--- config.mk ---
export PLATFORM = sky130hd
export DESIGN_NAME = drive_ctrl
export DESIGN_NICKNAME = d
export VERILOG_FILES = /design/src/rtl/drive_ctrl.sv
export SDC_FILE = /design/constraint.sdc
export NUM_CORES = 1
export LEC_CHECK = 0
export BUFFER_PORTS_ARGS = -buffer_cell sky130_fd_sc_hd__buf_2
export CAP_MARGIN = 20
export CELL_PAD_IN_SITES_DETAIL_PLACEMENT = 0
export CELL_PAD_IN_SITES_GLOBAL_PLACEMENT = 1
export CORE_ASPECT_RATIO = 1.5
export CORE_MARGIN = 2
export CORE_UTILIZATION = 44
export CTS_BUF_LIST = sky130_fd_sc_hd__clkbuf_16
export DETAILED_ROUTE_END_ITERATION = 6
export GPL_TIMING_DRIVEN = 1
export HOLD_SLACK_MARGIN = 0.06
export PLACE_DENSITY = 0.86
export SYNTH_ARGS = -nofsm -noshare
export SYNTH_HDL_FRONTEND = slang
export SYNTH_SLANG_ARGS = --single-unit
--- constraint.sdc ---
create_clock -name clk -period 3.3 [get_ports clk]
set_input_delay 0.495 -clock clk [delete_from_list [all_inputs] [get_ports clk]]
set_output_delay 0.495 -clock clk [all_outputs]
set_load 0.01 [all_outputs]
--- src/rtl/drive_ctrl.sv ---
// Cart drive controller: IR command decode to motor/servo set-points with slew-limited speed ramp and obstacle back-off/turn.
// Latency: command takes effect and is acked one cycle after the consuming edge; motor_dc then moves at most RAMP_STEP per tick.
// Backpressure: one command consumed per two cycles (ack blocks re-consume); the decoder must drop ir_ready on ack.
//
// Ports: clk/rst (async active-low); ir_ready/command/ack = IR decoder handshake;
//        can_move_fwd = obstacle sensor (0 = blocked); ctl_valid/running/direction/motor_dc/
//        servo_dc/avoid_active/fsm_state = set-points and status for the PWM stage.
module drive_ctrl #(
    parameter int CLK_HZ       = 25000000,
    parameter int TICK_HZ      = 256,
    parameter int DC_W         = 8,
    parameter int SERVO_MIN    = 0,
    parameter int SERVO_MAX    = 255,
    parameter int SERVO_CENTER = 155,
    parameter int SERVO_STEP   = 32,
    parameter int SERVO_AVOID  = 50,
    parameter int MOTOR_MAX    = 255,
    parameter int MOTOR_STEP   = 32,
    parameter int RAMP_STEP    = 4,
    parameter int AVOID_DC     = 128,
    parameter int BACK_TICKS   = 250,
    parameter int TURN_TICKS   = 128
) (
    input  logic            clk,
    input  logic            rst,
    input  logic            ir_ready,
    input  logic [31:0]     command,
    input  logic            can_move_fwd,
    output logic            ack,
    output logic            ctl_valid,
    output logic            running,
    output logic            direction,
    output logic [DC_W-1:0] motor_dc,
    output logic [DC_W-1:0] servo_dc,
    output logic            avoid_active,
    output logic [1:0]      fsm_state
);

    localparam int TICK_DIV = CLK_HZ / TICK_HZ;
    localparam int TW       = (TICK_DIV > 1) ? $clog2(TICK_DIV) : 1;
    localparam int AV_MAX   = (BACK_TICKS > TURN_TICKS) ? BACK_TICKS : TURN_TICKS;
    localparam int AW       = $clog2(AV_MAX + 1);

    typedef logic [DC_W:0] wide_t;
    localparam wide_t W_SMIN  = wide_t'(SERVO_MIN);
    localparam wide_t W_SMAX  = wide_t'(SERVO_MAX);
    localparam wide_t W_SSTEP = wide_t'(SERVO_STEP);
    localparam wide_t W_MMAX  = wide_t'(MOTOR_MAX);
    localparam wide_t W_MSTEP = wide_t'(MOTOR_STEP);
    localparam wide_t W_RAMP  = wide_t'(RAMP_STEP);

    localparam logic [DC_W-1:0] SMIN    = DC_W'(SERVO_MIN);
    localparam logic [DC_W-1:0] SMAX    = DC_W'(SERVO_MAX);
    localparam logic [DC_W-1:0] SCENTER = DC_W'(SERVO_CENTER);
    localparam logic [DC_W-1:0] SSTEP   = DC_W'(SERVO_STEP);
    localparam logic [DC_W-1:0] SAVOID  = DC_W'(SERVO_AVOID);
    localparam logic [DC_W-1:0] MMAX    = DC_W'(MOTOR_MAX);
    localparam logic [DC_W-1:0] MSTEP   = DC_W'(MOTOR_STEP);
    localparam logic [DC_W-1:0] RSTEP   = DC_W'(RAMP_STEP);
    localparam logic [DC_W-1:0] ADC     = DC_W'(AVOID_DC);

    localparam logic [31:0] CODE_SRC    = 32'hFE010707;
    localparam logic [31:0] CODE_OFF    = 32'hFB040707;
    localparam logic [31:0] CODE_FWD    = 32'hED120707;
    localparam logic [31:0] CODE_REV    = 32'hEF100707;
    localparam logic [31:0] CODE_LEFT   = 32'h9A650707;
    localparam logic [31:0] CODE_RIGHT  = 32'h9D620707;
    localparam logic [31:0] CODE_UP     = 32'h9F600707;
    localparam logic [31:0] CODE_DOWN   = 32'h9E610707;
    localparam logic [31:0] CODE_STOP   = 32'h86790707;
    localparam logic [31:0] CODE_CENTER = 32'h97680707;

    typedef enum logic [1:0] {S_OFF = 2'd0, S_RUN = 2'd1, S_BACK = 2'd2, S_TURN = 2'd3} state_t;

    state_t          state;
    logic [TW-1:0]   tick_cnt;
    logic [AW-1:0]   avoid_cnt;
    logic [DC_W-1:0] target;
    logic            pending_dir;

    logic            consume, tick;
    wide_t           s_sum, t_sum, m_sum;
    logic [DC_W-1:0] servo_inc, servo_dec, tgt_inc, tgt_dec, ramp_motor;
    logic            ramp_dir;

    assign consume      = ir_ready & ~ack;
    assign tick         = (tick_cnt == TW'(TICK_DIV - 1));
    assign running      = (state != S_OFF);
    assign avoid_active = (state == S_BACK) || (state == S_TURN);
    assign fsm_state    = state;

    // Saturating set-point arithmetic and the per-tick ramp step, one bit wider than DC_W.
    always_comb begin
        s_sum     = {1'b0, servo_dc} + W_SSTEP;
        servo_inc = (s_sum > W_SMAX) ? SMAX : s_sum[DC_W-1:0];
        servo_dec = ({1'b0, servo_dc} < (W_SMIN + W_SSTEP)) ? SMIN : (servo_dc - SSTEP);
        t_sum     = {1'b0, target} + W_MSTEP;
        tgt_inc   = (t_sum > W_MMAX) ? MMAX : t_sum[DC_W-1:0];
        tgt_dec   = (target < MSTEP) ? '0 : (target - MSTEP);
        m_sum      = {1'b0, motor_dc} + W_RAMP;
        ramp_motor = motor_dc;
        ramp_dir   = direction;
        if (pending_dir != direction) begin
            // Reversal: spin down first, swap direction only on a tick that finds the motor stopped.
            if (motor_dc == '0)
                ramp_dir = pending_dir;
            else
                ramp_motor = (motor_dc < RSTEP) ? '0 : (motor_dc - RSTEP);
        end else if (motor_dc < target) begin
            ramp_motor = (m_sum > {1'b0, target}) ? target : m_sum[DC_W-1:0];
        end else if (motor_dc > target) begin
            ramp_motor = (({1'b0, motor_dc} - {1'b0, target}) > W_RAMP) ? (motor_dc - RSTEP) : target;
        end
    end

    always_ff @(posedge clk or negedge rst) begin
        if (!rst) begin
            state       <= S_OFF;
            ack         <= 1'b0;
            ctl_valid   <= 1'b0;
            direction   <= 1'b1;
            pending_dir <= 1'b1;
            motor_dc    <= '0;
            servo_dc    <= SCENTER;
            target      <= '0;
            tick_cnt    <= '0;
            avoid_cnt   <= '0;
        end else begin
            ack       <= consume;
            ctl_valid <= 1'b1;
            tick_cnt  <= tick ? '0 : (tick_cnt + TW'(1));

            if (consume && command == CODE_OFF) begin
                // Power-off wins over everything, including an in-progress avoid sequence.
                state       <= S_OFF;
                motor_dc    <= '0;
                target      <= '0;
                servo_dc    <= SCENTER;
                direction   <= 1'b1;
                pending_dir <= 1'b1;
                avoid_cnt   <= '0;
            end else begin
                unique case (state)
                    S_OFF: begin
                        if (consume && command == CODE_SRC)
                            state <= S_RUN;
                    end
                    S_RUN: begin
                        if (direction && !can_move_fwd) begin
                            state       <= S_BACK;
                            motor_dc    <= '0;
                            direction   <= 1'b0;
                            pending_dir <= 1'b0;
                            target      <= ADC;
                            servo_dc    <= SAVOID;
                            avoid_cnt   <= '0;
                        end else begin
                            if (consume) begin
                                case (command)
                                    CODE_FWD:    pending_dir <= 1'b1;
                                    CODE_REV:    pending_dir <= 1'b0;
                                    CODE_LEFT:   servo_dc    <= servo_inc;
                                    CODE_RIGHT:  servo_dc    <= servo_dec;
                                    CODE_UP:     if (!(direction && !can_move_fwd)) target <= tgt_inc;
                                    CODE_DOWN:   target      <= tgt_dec;
                                    CODE_STOP:   target      <= '0;
                                    CODE_CENTER: servo_dc    <= SCENTER;
                                    default:     ;
                                endcase
                            end
                            if (tick) begin
                                motor_dc  <= ramp_motor;
                                direction <= ramp_dir;
                            end
                        end
                    end
                    S_BACK: begin
                        if (tick) begin
                            if (avoid_cnt == AW'(BACK_TICKS - 1)) begin
                                state       <= S_TURN;
                                motor_dc    <= '0;
                                direction   <= 1'b1;
                                pending_dir <= 1'b1;
                                target      <= ADC;
                                avoid_cnt   <= '0;
                            end else begin
                                avoid_cnt <= avoid_cnt + AW'(1);
                                motor_dc  <= ramp_motor;
                                direction <= ramp_dir;
                            end
                        end
                    end
                    S_TURN: begin
                        if (!can_move_fwd) begin
                            state       <= S_BACK;
                            motor_dc    <= '0;
                            direction   <= 1'b0;
                            pending_dir <= 1'b0;
                            target      <= ADC;
                            servo_dc    <= SAVOID;
                            avoid_cnt   <= '0;
                        end else if (tick) begin
                            if (avoid_cnt == AW'(TURN_TICKS - 1)) begin
                                state       <= S_RUN;
                                motor_dc    <= '0;
                                target      <= '0;
                                servo_dc    <= SCENTER;
                                direction   <= 1'b1;
                                pending_dir <= 1'b1;
                                avoid_cnt   <= '0;
                            end else begin
                                avoid_cnt <= avoid_cnt + AW'(1);
                                motor_dc  <= ramp_motor;
                                direction <= ramp_dir;
                            end
                        end
                    end
                endcase
            end
        end
    end

endmodule
==> results of run 1 <==
==> worst register-to-register path: cells and delay by family, from the launching register on <==
| kind | cells | cell delay (ns) |
|---|---|---|
| flip-flops | 1 | 0.51 |
| adder cells (fa/ha/maj) | 1 | 0.41 |
| buffers and inverters | 2 | 0.42 |
| AND/OR/NAND/NOR | 3 | 0.37 |
| AO/OA/AOI/OAI | 5 | 1.19 |
==> routing by layer <==
metal | global-route usage, % | part of all wire, % | vias up
met5 | 0 | 0 | -
met1 | 26.52 | 42 | 2100
met4 | 9.099 | 2.9 | 0
met3 | 2.318 | 2.4 | 23
li1 | - | - | 2150
met2 | 40.86 | 53 | 80
==> power groups by stage <==
stage | clock network (mW) | registers [mW] | logic, mW
4_1_cts | 0.534 | 0.602 | 0.0623
5_1_grt | 0.558 | 0.602 | 0.0683
6_report | 0.519 | 0.602 | 0.0612
3_3_place_gp | 0 | 0.614 | 0.0601
2_1_floorplan | 0 | 0.615 | 0.0187
3_5_place_dp | 0 | 0.614 | 0.0619
==> synthesized netlist by cell type, types with 8 or more instances <==
cell	instances
nand3_1	32
o211ai_1	8
dfrtp_1	44
and3_1	13
nor2_1	46
xor2_1	14
o31ai_1	9
clkbuf_1	16
xnor2_1	13
nand4_1	8
nor3_1	20
ha_1	27
a21oi_1	30
nor2b_1	18
inv_1	21
o21ai_0	37
nand2_1	45
==> repair_timing <==
action                                  CTS  global route
endpoints found under the setup margin    0             5
endpoints found under the hold margin     0             0
resized for setup                         0             2
==> final cells by class <==
type / instances / area share [%]
clock buffer: 5 / 2.451
inverter: 21 / 1.544
timing repair buffer: 70 / 7.451
sequential: 49 / 24.14
multi-input combinational: 459 / 61.13
tap: 117 / 2.868
clock inverter: 3 / 0.4167
==> registers in the layout (all words and copies together) (netlist names) <==
signal and count:
ack 1, motor_dc 8, ctl_valid 1, servo_dc 6
tick_cnt 17, pending_dir 1, avoid_cnt 8, target 4
direction 1, fsm_state 2
==> cells by family after synthesis <==
kind of cell	Yosys count	synth area share, %
xor gates and xnor gates	27	5.244
buffers and inverters	41	3.607
other	1	0.08316
and+or+nand+nor	251	31.88
muxes	10	2.414
DFF	49	27.33
adders and majority gates	28	7.936
AOI/OAI and AO/OA	142	21.50
==> worst max path at each step <==
stage	to	slack, ns	cells after the start
floorplan	motor_dc[5]$_DFFE_PN0P_	0.48	12
global placement	motor_dc[5]$_DFFE_PN0P_	0.27	11
detailed placement	motor_dc[5]$_DFFE_PN0P_	0.18	11
CTS	motor_dc[5]$_DFFE_PN0P_	0.15	11
global route	motor_dc[2]$_DFFE_PN0P_	0.05	11
finish	motor_dc[1]$_DFFE_PN0P_	0.28	11
==> impl_metrics.csv, run 1 <==
group,metric,value,unit
outcome,status,"completed",
logic_synthesis,synth_ff_type,"dfrtp_1",
worst_setup_path,cp-start-kind,"flip-flop",
grt,grt_pass1_vias,4285,
worst_setup_path,path_max_fanout,10,
power_and_ir_drop,p_total,1.183,mW
worst_setup_path,path_class,"flip-flop to flip-flop",
drt,wl_per_cell,16.86,um
worst_setup_path,rr_worst_depth,11,
logic_synthesis,synth_seq_area_share,27.33,%
sta,hold_slack,0.2047,ns
cells_and_area,diodes,0,
sta,slew_headroom,47.91,%
logic_synthesis,async_reset_ff_share,100.0,%
placed_design,dp.cells,716,
power_and_ir_drop,power_switching,271.6,uW
worst_setup_path,startpoint,"motor_dc[2]$_DFFE_PN0P_",
cells_and_area,fin_area,5105,um2
placed_design,portBuffers,58,
cells_and_area,syn_to_final_growth,13.21,%
power_and_ir_drop,power_frac_seq,50.9,%
floorplanning,rows,45,
clocking,cts_root_buffer,"clkbuf_16",
run,drv_cap,0,
clocking,clkSlewWorstSetupHoldPaths,0.07,ns
clocking,tritoncts,"done",
placed_design,dp_slack,0.1831,ns
power_and_ir_drop,p_int,911.4,uW
worst_setup_path,critPathArrivalTime,3.20,ns
cells_and_area,mostFrequentLayoutCells,"58 x buf_2, 46 x nor2_1, 45 x nand2_1",
cells_and_area,final_common_cell,"buf_2",
sta,fmax,330.8,MHz
logic_synthesis,syn_nets,613,
floorplanning,dieArea,11090,um2
clocking,h-tree-depth,2,
logic_synthesis,synthDominantAreaCellType,"dfrtp_1",
floorplanning,start_util,44.74,%
logic_synthesis,syn-cell-area,4509,um2
worst_setup_path,path_cells,"inv_1, ha_1, and2b_1, a21oi_2, nor2_1, o311ai_2, o2111ai_2, buf_4, o221a_2, o221ai_1, nand2_1",
sta,period_minus_slack,3.023,ns
sta,setup_ws,0.2768,ns
grt,gr-total-overflow,0,
clocking,clk_latency,0.29,ns
logic_synthesis,ys_seq_elements,49,
placed_design,place_area,4952,um2
drt,drtAntennaViolNets,0,
cells_and_area,drive_above_1_share,20.26,%
floorplanning,die_w,86.66,um
cells_and_area,fin_nets,670,
logic_synthesis,synth.distinct_cells,84,
grt,antenna_found_initial,0,
cells_and_area,seq_area,1232,um2
power_and_ir_drop,p_leak,2.251,nW
worst_setup_path,cp_top_family,"compound AO/OA/AOI/OAI gates",
cells_and_area,multi_input_area,3120,um2
logic_synthesis,synth_top_area_share,24.42,%
cells_and_area,nFillCells,968,
grt,grt_pass1_wl,20.37,mm
placed_design,place_hpwl,9.700,mm
sta,rsz0062_at_grt,"false",
logic_synthesis,yosys_warnings,0,
power_and_ir_drop,power_frac_clock,43.9,%
floorplanning,core_area,10080,um2
cells_and_area,fin_cells,724,
clocking,hold_buffers,0,
drt,dr.pass1.iters,4,
power_and_ir_drop,power.density,231.7,nW/um2
grt,grt_start_max_net_pins,27,
worst_setup_path,reg2reg_to,"motor_dc[1]$_DFFE_PN0P_",
worst_setup_path,cpPeakStageDelay,0.51,ns
worst_setup_path,required,3.48,ns
floorplanning,fp.dieH,128.0,um
sta,finalClockSkew,0.005887,ns
worst_setup_path,reg2reg_from,"motor_dc[2]$_DFFE_PN0P_",
sta,setup_viol,0,
worst_setup_path,worstSetupEndpointType,"flip-flop",
logic_synthesis,synthCells,549,
clocking,cts_buffers,5,
grt,track_usage,22.48,%
cells_and_area,final_util,50.65,%
logic_synthesis,synth.area.top_cells,"dfrtp_1 24%, ha_1 7.5%, o21ai_0 4.1%, nor2_1 3.8%, nand2_1 3.7%",
drt,drc,0,
drt,drtIter0Drc,232,
clocking,cts_buffer_depth,2,
worst_setup_path,rrSetupSlack,0.28,ns
sta,fin_crit_sh,91.61,%
sta,drv_slew,0,
clocking,cts.sinks,49,
min_path,hold_path_class,"input pin to async pin",
logic_synthesis,synth_edf_count,0,
drt,vias,4353,
clocking,post_cts_buffers,0,
placed_design,gp_congestion,0.9240,
power_and_ir_drop,peakVddDrop,0.0003198,V
worst_setup_path,path_buf_inv,2,
power_and_ir_drop,sw_frac_of_total,22.96,%
worst_setup_path,worst_path_max_delay_cell,"dfrtp_1",
floorplanning,io_pins,59,
sta,tns,0,ns
sta,finalHoldViolations,0,
sta,worst_slew_pin_slew,0.7742,ns
power_and_ir_drop,pwr-share-comb,5.2,%
drt,vias_per_cell,6.012,
drt,drt-total-wl,12.21,mm
logic_synthesis,syn_avg_cell_area,8.214,um2
No activity file was read; power rests on OpenSTA's default activity.
==> inputs of run 2 (changes only) <==
--- a/config.mk
+++ b/config.mk
@@ -11,12 +11,13 @@
 export CELL_PAD_IN_SITES_GLOBAL_PLACEMENT = 1
 export CORE_ASPECT_RATIO = 1.5
 export CORE_MARGIN = 2
-export CORE_UTILIZATION = 44
+export CORE_UTILIZATION = 40
 export CTS_BUF_LIST = sky130_fd_sc_hd__clkbuf_16
 export DETAILED_ROUTE_END_ITERATION = 6
 export GPL_TIMING_DRIVEN = 1
 export HOLD_SLACK_MARGIN = 0.06
-export PLACE_DENSITY = 0.86
+export PLACE_DENSITY = 0.8
+export REMOVE_ABC_BUFFERS = 1
 export SYNTH_ARGS = -nofsm -noshare
 export SYNTH_HDL_FRONTEND = slang
 export SYNTH_SLANG_ARGS = --single-unit
==> run 2 against run 1 <==
Effect of this change:
- via count grew 0.14%
- global-route usage is 1.9 points lower
- first-iteration DRC count down 3.9%
- clock skew is 0.0016 ns lower
- highest routed layer unchanged
==> impl_metrics.csv, run 2 (synthesis gave the netlist of run 1 again) <==
group,metric,value,unit
worst_setup_path,worstSetupEndpointType,"flip-flop",
grt,gr-total-overflow,0,
placed_design,place_area,4997,um2
outcome,status,"completed",
min_path,hold_path_class,"input pin to async pin",
placed_design,gp_congestion,0.8795,
placed_design,place_hpwl,9.692,mm
sta,fmax,329.8,MHz
worst_setup_path,path_class,"flip-flop to flip-flop",
clocking,cts_buffers,5,
sta,finalHoldViolations,0,
floorplanning,start_util,41.01,%
floorplanning,dieArea,12160,um2
cells_and_area,diodes,0,
worst_setup_path,cp_top_family,"compound AO/OA/AOI/OAI gates",
drt,drtAntennaViolNets,0,
floorplanning,core_area,11000,um2
clocking,tritoncts,"done",
grt,antenna_found_initial,0,
sta,period_minus_slack,3.032,ns
worst_setup_path,path_max_fanout,7,
placed_design,portBuffers,58,
drt,vias_per_cell,5.766,
floorplanning,fp.dieH,134.0,um
power_and_ir_drop,p_leak,2.268,nW
drt,drt-total-wl,12.34,mm
cells_and_area,drive_above_1_share,20.36,%
cells_and_area,largest_register,"tick_cnt",
drt,vias,4359,
drt,wl_per_cell,16.32,um
cells_and_area,fin_nets,672,
cells_and_area,final_common_cell,"buf_2",
cells_and_area,nFillCells,1114,
sta,finalClockSkew,0.004283,ns
grt,track_usage,20.58,%
run,drv_cap,0,
clocking,clkSlewWorstSetupHoldPaths,0.07,ns
grt,grt_pass1_vias,4378,
drt,drc,0,
cells_and_area,fin_area,5175,um2
floorplanning,die_w,90.69,um
floorplanning,rows,47,
worst_setup_path,path_cells,"ha_1, nand3_1, xnor2_1, ha_1, a211oi_1, o21ai_0, o221ai_2, and2_0, o21ai_0, a221oi_1, a21o_1",
floorplanning,io_pins,59,
power_and_ir_drop,power.density,239.7,nW/um2
worst_setup_path,path_buf_inv,0,
worst_setup_path,cpPeakStageDelay,0.39,ns
worst_setup_path,critPathArrivalTime,3.26,ns
worst_setup_path,cp-start-kind,"flip-flop",
cells_and_area,reg.largest.list,"tick_cnt x17, avoid_cnt x8, motor_dc x8",
worst_setup_path,required,3.53,ns
sta,slew_headroom,40.81,%
grt,grt_pass1_wl,20.80,mm
cells_and_area,syn_to_final_growth,14.76,%
sta,fin_crit_sh,91.87,%
clocking,h-tree-depth,2,
clocking,cts_buffer_depth,2,
cells_and_area,mostFrequentLayoutCells,"58 x buf_2, 46 x nor2_1, 45 x nand2_1",
cells_and_area,largest_reg_flops,17,
sta,rsz0062_at_grt,"false",
drt,dr.pass1.iters,5,
grt,grt_start_max_net_pins,39,
power_and_ir_drop,peakVddDrop,0.0002877,V
drt,drtIter0Drc,223,
sta,tns,0,ns
worst_setup_path,worst_path_max_delay_cell,"dfrtp_1",
sta,setup_viol,0,
sta,drv_slew,0,
sta,worst_slew_pin_slew,0.8878,ns
clocking,cts_root_buffer,"clkbuf_16",
clocking,cts.sinks,49,
clocking,clk_latency,0.29,ns
## run 2: changes by cell type in the layout (fill, tap and decap cells not counted), sizes merged
cell / delta
bufinv: +1
buf: +2
clkinvlp: -1
## run 2: path summary, 6_finish.rpt
kind                            slack, ns  cells past startpoint                     from                 endpoint
worst max register to register       0.27                     11  motor_dc[2]$_DFFE_PN0P_  motor_dc[2]$_DFFE_PN0P_
min in group clk                     0.46                      1    tick_cnt[0]$_DFF_PN0_    tick_cnt[0]$_DFF_PN0_
max in group asynchronous            2.25                      2                      rst  servo_dc[7]$_DFFE_PN1P_
worst min-delay path                 0.33                      1                      rst    tick_cnt[4]$_DFF_PN0_
worst max-delay path                 0.27                     11  motor_dc[2]$_DFFE_PN0P_  motor_dc[2]$_DFFE_PN0P_
worst min register to register       0.46                      1    tick_cnt[0]$_DFF_PN0_    tick_cnt[0]$_DFF_PN0_
## run 2: repair_timing
action	4_1_cts	5_1_grt
endpoints found under the setup margin	0	6
hold buffers	0	0
setup buffers	0	1
endpoints found under the hold margin	0	0
resized for setup	0	2
## run 2: where the power goes
part | leakage (nW) | switching [mW] | total (mW) | internal (mW)
clock | 0.0826 | 0.223 | 0.575 | 0.353
combinational | 1.56 | 0.0345 | 0.0622 | 0.0276
sequential | 0.626 | 0.000545 | 0.603 | 0.602
## run 2: worst reg2reg max path, cell delays in order (launching register included)
cell and delay [ns]:
dfrtp_1 0.39, ha_1 0.26, nand3_1 0.13, xnor2_1 0.21, ha_1 0.29, a211oi_1 0.24, o21ai_0 0.14, o221ai_2 0.30
and2_0 0.37, o21ai_0 0.12, a221oi_1 0.34, a21o_1 0.17
## run 2: area by class of cell
type	instances	area, um2	area share (%)
multi-input combinational	459	3120	60.30
clock inverter	3	37.54	0.7253
inverter	21	78.83	1.523
timing repair buffer	72	395.4	7.640
clock buffer	5	125.1	2.418
tap	147	183.9	3.554
sequential	49	1234	23.84
## run 2: metrics by stage
step	setup slack, ns	std cells	util [%]	total power [mW]	hold slack (ns)
floorplan	0.5082	529	-	0.6335	0.1994
global placement	0.1859	747	45.44	0.6750	0.4484
detailed placement	0.1306	747	45.44	0.6768	0.4537
CTS	0.1165	755	46.92	1.251	0.3603
global route	0.05824	756	47.06	1.285	0.3947
finish	0.2682	756	47.06	1.240	0.3260
## run 2: routing by layer
| layer | GRT usage (%) | vias up | part of all wire [%] | wire [um] |
|---|---|---|---|---|
| li1 | - | 2161 | - | - |
| met1 | 24.17 | 2091 | 41 | 5090 |
| met2 | 37.98 | 90 | 54 | 6634 |
| met3 | 2.472 | 17 | 3.1 | 378 |
| met4 | 7.863 | 0 | 1.9 | 236 |
| met5 | 0 | - | 0 | 0 |
==> inputs of run 3 (changes only) <==
--- a/config.mk
+++ b/config.mk
@@ -5,6 +5,7 @@
 export SDC_FILE = /design/constraint.sdc
 export NUM_CORES = 1
 export LEC_CHECK = 0
+export ABC_AREA = 1
 export BUFFER_PORTS_ARGS = -buffer_cell sky130_fd_sc_hd__buf_2
 export CAP_MARGIN = 20
 export CELL_PAD_IN_SITES_DETAIL_PLACEMENT = 0
@@ -16,7 +17,7 @@
 export DETAILED_ROUTE_END_ITERATION = 6
 export GPL_TIMING_DRIVEN = 1
 export HOLD_SLACK_MARGIN = 0.06
-export PLACE_DENSITY = 0.8
+export PLACE_DENSITY = 0.84
 export REMOVE_ABC_BUFFERS = 1
 export SYNTH_ARGS = -nofsm -noshare
 export SYNTH_HDL_FRONTEND = slang
==> run 3 against run 2 <==
Effect of this change:
- die area up 7.9%
- highest routed layer unchanged
- critical endpoint is now motor_dc[3]$_DFFE_PN0P_
- hold slack got worse by 0.085 ns
- via count grew 18%
- largest power group is now combinational cells
- sequential cell count did not move
- combinational power rose to 58 times the previous value
==> impl_metrics.csv, run 3 <==
group,metric,value,unit
worst_setup_path,crit_top_cell,"nand2_1",
clocking,ctsResizeCount,0,
drt,drt-total-wl,14.05,mm
sta,period_minus_slack,2.951,ns
sta,finalClockSkew,0.006994,ns
floorplanning,start_util,40.82,%
grt,grt_start_max_net_pins,31,
logic_synthesis,synth_seq_area_share,25.26,%
cells_and_area,final_common_cell,"nand2_1",
drt,dr.pass1.iters,5,
clocking,cts_root_buffer,"clkbuf_16",
drt,vias,5159,
drt,top_layer_used,"met4",
worst_setup_path,cpPeakStageDelay,0.55,ns
worst_setup_path,critPathArrivalTime,3.12,ns
floorplanning,core_area,11960,um2
logic_synthesis,async_reset_ff_share,100.0,%
logic_synthesis,synth_common_cells,"206 x nand2_1, 131 x inv_1, 113 x nor2_1",
worst_setup_path,worst_path_max_delay_cell,"dfrtp_1",
cells_and_area,fin_nets,930,
cells_and_area,largest_register,"tick_cnt",
cells_and_area,largest_reg_flops,17,
cells_and_area,syn_to_final_growth,13.79,%
power_and_ir_drop,power.density,914.5,nW/um2
logic_synthesis,syn-cell-area,4880,um2
clocking,post_cts_buffers,0,
drt,wl_met3,498,um
drt,drc,0,
floorplanning,dieArea,13120,um2
clocking,cts.sinks,49,
sta,drv_slew,0,
worst_setup_path,cp_top_family,"simple AND/OR/NAND/NOR gates",
sta,setup_viol,0,
grt,grt_pass1_wl,23.88,mm
logic_synthesis,synth_edf_count,0,
worst_setup_path,endpoint,"motor_dc[3]$_DFFE_PN0P_",
clocking,tritoncts,"done",
clocking,hold_buffers,0,
clocking,h-tree-depth,2,
cells_and_area,mostFrequentLayoutCells,"206 x nand2_1, 132 x inv_1, 113 x nor2_1",
placed_design,place_hpwl,11.58,mm
sta,fmax,338.9,MHz
grt,grt_pass1_vias,5217,
logic_synthesis,synth_top_area_share,22.56,%
drt,drtAntennaViolNets,0,
placed_design,gp_congestion,0.9603,
clocking,clk_latency,0.30,ns
logic_synthesis,synth_ff_type,"dfrtp_1",
cells_and_area,fin_area,5553,um2
worst_setup_path,cp-start-kind,"flip-flop",
worst_setup_path,rr_worst_depth,16,
clocking,clkSlewWorstSetupHoldPaths,0.07,ns
power_and_ir_drop,p_leak,2.896,nW
sta,worst_slew_pin_slew,0.7147,ns
logic_synthesis,ys_seq_elements,49,
worst_setup_path,worstSetupEndpointType,"flip-flop",
cells_and_area,diodes,0,
floorplanning,io_pins,59,
worst_setup_path,path_class,"flip-flop to flip-flop",
worst_setup_path,required,3.47,ns
run,drv_cap,0,
sta,finalHoldViolations,0,
sta,tns,0,ns
clocking,cts_buffers,5,
worst_setup_path,path_max_fanout,9,
floorplanning,die_w,94.18,um
worst_setup_path,startpoint,"motor_dc[5]$_DFFE_PN0P_",
grt,track_usage,22.48,%
logic_synthesis,synth.area.top_cells,"dfrtp_1 23%, nand2_1 16%, inv_1 10%, nor2_1 8.7%, nand3_1 7.1%",
clocking,cts_buffer_depth,2,
min_path,hold_path_class,"input pin to async pin",
drt,vias_per_cell,5.058,
outcome,status,"completed",
logic_synthesis,yosysMostFrequentCell,"nand2_1",
placed_design,portBuffers,58,
cells_and_area,drive_above_1_share,13.03,%
drt,wl_per_cell,13.77,um
logic_synthesis,synthCells,797,
power_and_ir_drop,peakVddDrop,0.0003131,V
worst_setup_path,rrSetupSlack,0.35,ns
sta,slew_headroom,52.35,%
worst_setup_path,path_depth,16,
drt,drt-met1-wl,5.513,mm
logic_synthesis,synthDominantAreaCellType,"dfrtp_1",
grt,antenna_found_initial,0,
sta,fin_crit_sh,89.41,%
grt,gr-total-overflow,0,
worst_setup_path,path_buf_inv,3,
floorplanning,fp.dieH,139.3,um
logic_synthesis,synth.distinct_cells,42,
floorplanning,rows,49,
placed_design,place_area,5401,um2
logic_synthesis,yosys_warnings,0,
drt,met2WireLength,7.662,mm
worst_setup_path,reg2reg_to,"motor_dc[3]$_DFFE_PN0P_",
cells_and_area,reg.largest.list,"tick_cnt x17, avoid_cnt x8, motor_dc x8",
worst_setup_path,reg2reg_from,"motor_dc[5]$_DFFE_PN0P_",
sta,rsz0062_at_grt,"false",
worst_setup_path,path_cells,"inv_1, nor3_1, xor2_1, inv_1, ha_1, inv_1, nor4_1, nand3_1, nand2_1, nand2_1, nand2_1, nand2_1, nand2_1, nand2_1, nand2_1, o21ai_0",
logic_synthesis,syn_avg_cell_area,6.123,um2
drt,drtIter0Drc,197,
==> run 3: cell types whose count changed after synthesis, sizes merged, moves of 9 or more <==
| cell | before | now |
|---|---|---|
| nand3 | 35 | 70 |
| xnor2 | 13 | 4 |
| inv | 21 | 135 |
| and3 | 13 | 0 |
| o31ai | 9 | 0 |
| clkbuf | 16 | 4 |
| nand2 | 46 | 212 |
| nand4 | 8 | 27 |
| nor2b | 19 | 0 |
| nor2 | 47 | 120 |
==> run 3: cell type report <==
| cell class | count | area [um2] |
|---|---|---|
| fillers | 1302 | 6402 |
| clock buffers | 5 | 125.1 |
| clock inverters | 3 | 17.52 |
| well taps | 153 | 191.4 |
| inverters | 136 | 511.7 |
| repair buffers | 69 | 372.9 |
| flip-flops and latches | 49 | 1234 |
| multi-input cells | 605 | 3100 |
==> run 3: layer usage <==
layer	up-vias	track usage (%)
li1	2705	-
met2	124	43.35
met1	2299	24.32
met3	31	2.491
met5	-	0
met4	0	8.543
==> run 3: cells by family after synthesis <==
kind of cell | synth area share [%]
flops | 25.26
simple gates | 43.36
xor+xnor | 2.333
compound gates | 10.44
buf+inv | 11.20
fa+ha+maj | 7.333
other cells | 0.07685
==> run 3: power by group <==
part	total, mW	internal [mW]	switching (mW)
combinational	3.60	1.26	2.34
clock	0.516	0.280	0.236
sequential	0.961	0.765	0.196
==> run 3: worst min path at each step <==
stage / from / end / slack [ns] / cells past startpoint
4_1_cts: rst / tick_cnt[6]$_DFF_PN0_ / 0.27 / 1
5_1_grt: rst / tick_cnt[15]$_DFF_PN0_ / 0.30 / 1
6_report: rst / tick_cnt[6]$_DFF_PN0_ / 0.24 / 1
3_5_place_dp: tick_cnt[0]$_DFF_PN0_ / tick_cnt[0]$_DFF_PN0_ / 0.46 / 1
2_1_floorplan: rst / ack$_DFF_PN0_ / 0.20 / 0
3_3_place_gp: tick_cnt[0]$_DFF_PN0_ / tick_cnt[0]$_DFF_PN0_ / 0.45 / 1
==> run 3: worst register-to-register path: stages (launching register included) <==
cell	delay, ns
dfrtp_1	0.55
inv_1	0.17
nor3_1	0.23
xor2_1	0.25
inv_1	0.07
ha_1	0.29
inv_1	0.05
nor4_1	0.27
nand3_1	0.18
nand2_1	0.30
nand2_1	0.10
nand2_1	0.07
nand2_1	0.05
nand2_1	0.06
nand2_1	0.04
nand2_1	0.06
o21ai_0	0.07
==> run 3: through the flow <==
step	util [%]	worst slack (ns)	power, mW	hold slack, ns	std cells
2_1_floorplan	-	0.7612	3.539	0.1994	790
3_3_place_gp	45.18	0.2804	4.533	0.4541	1011
3_5_place_dp	45.18	0.3141	4.532	0.4647	1011
4_1_cts	46.37	0.2910	5.065	0.2741	1019
5_1_grt	46.45	0.05755	5.628	0.3023	1020
6_report	46.45	0.3494	5.078	0.2410	1020
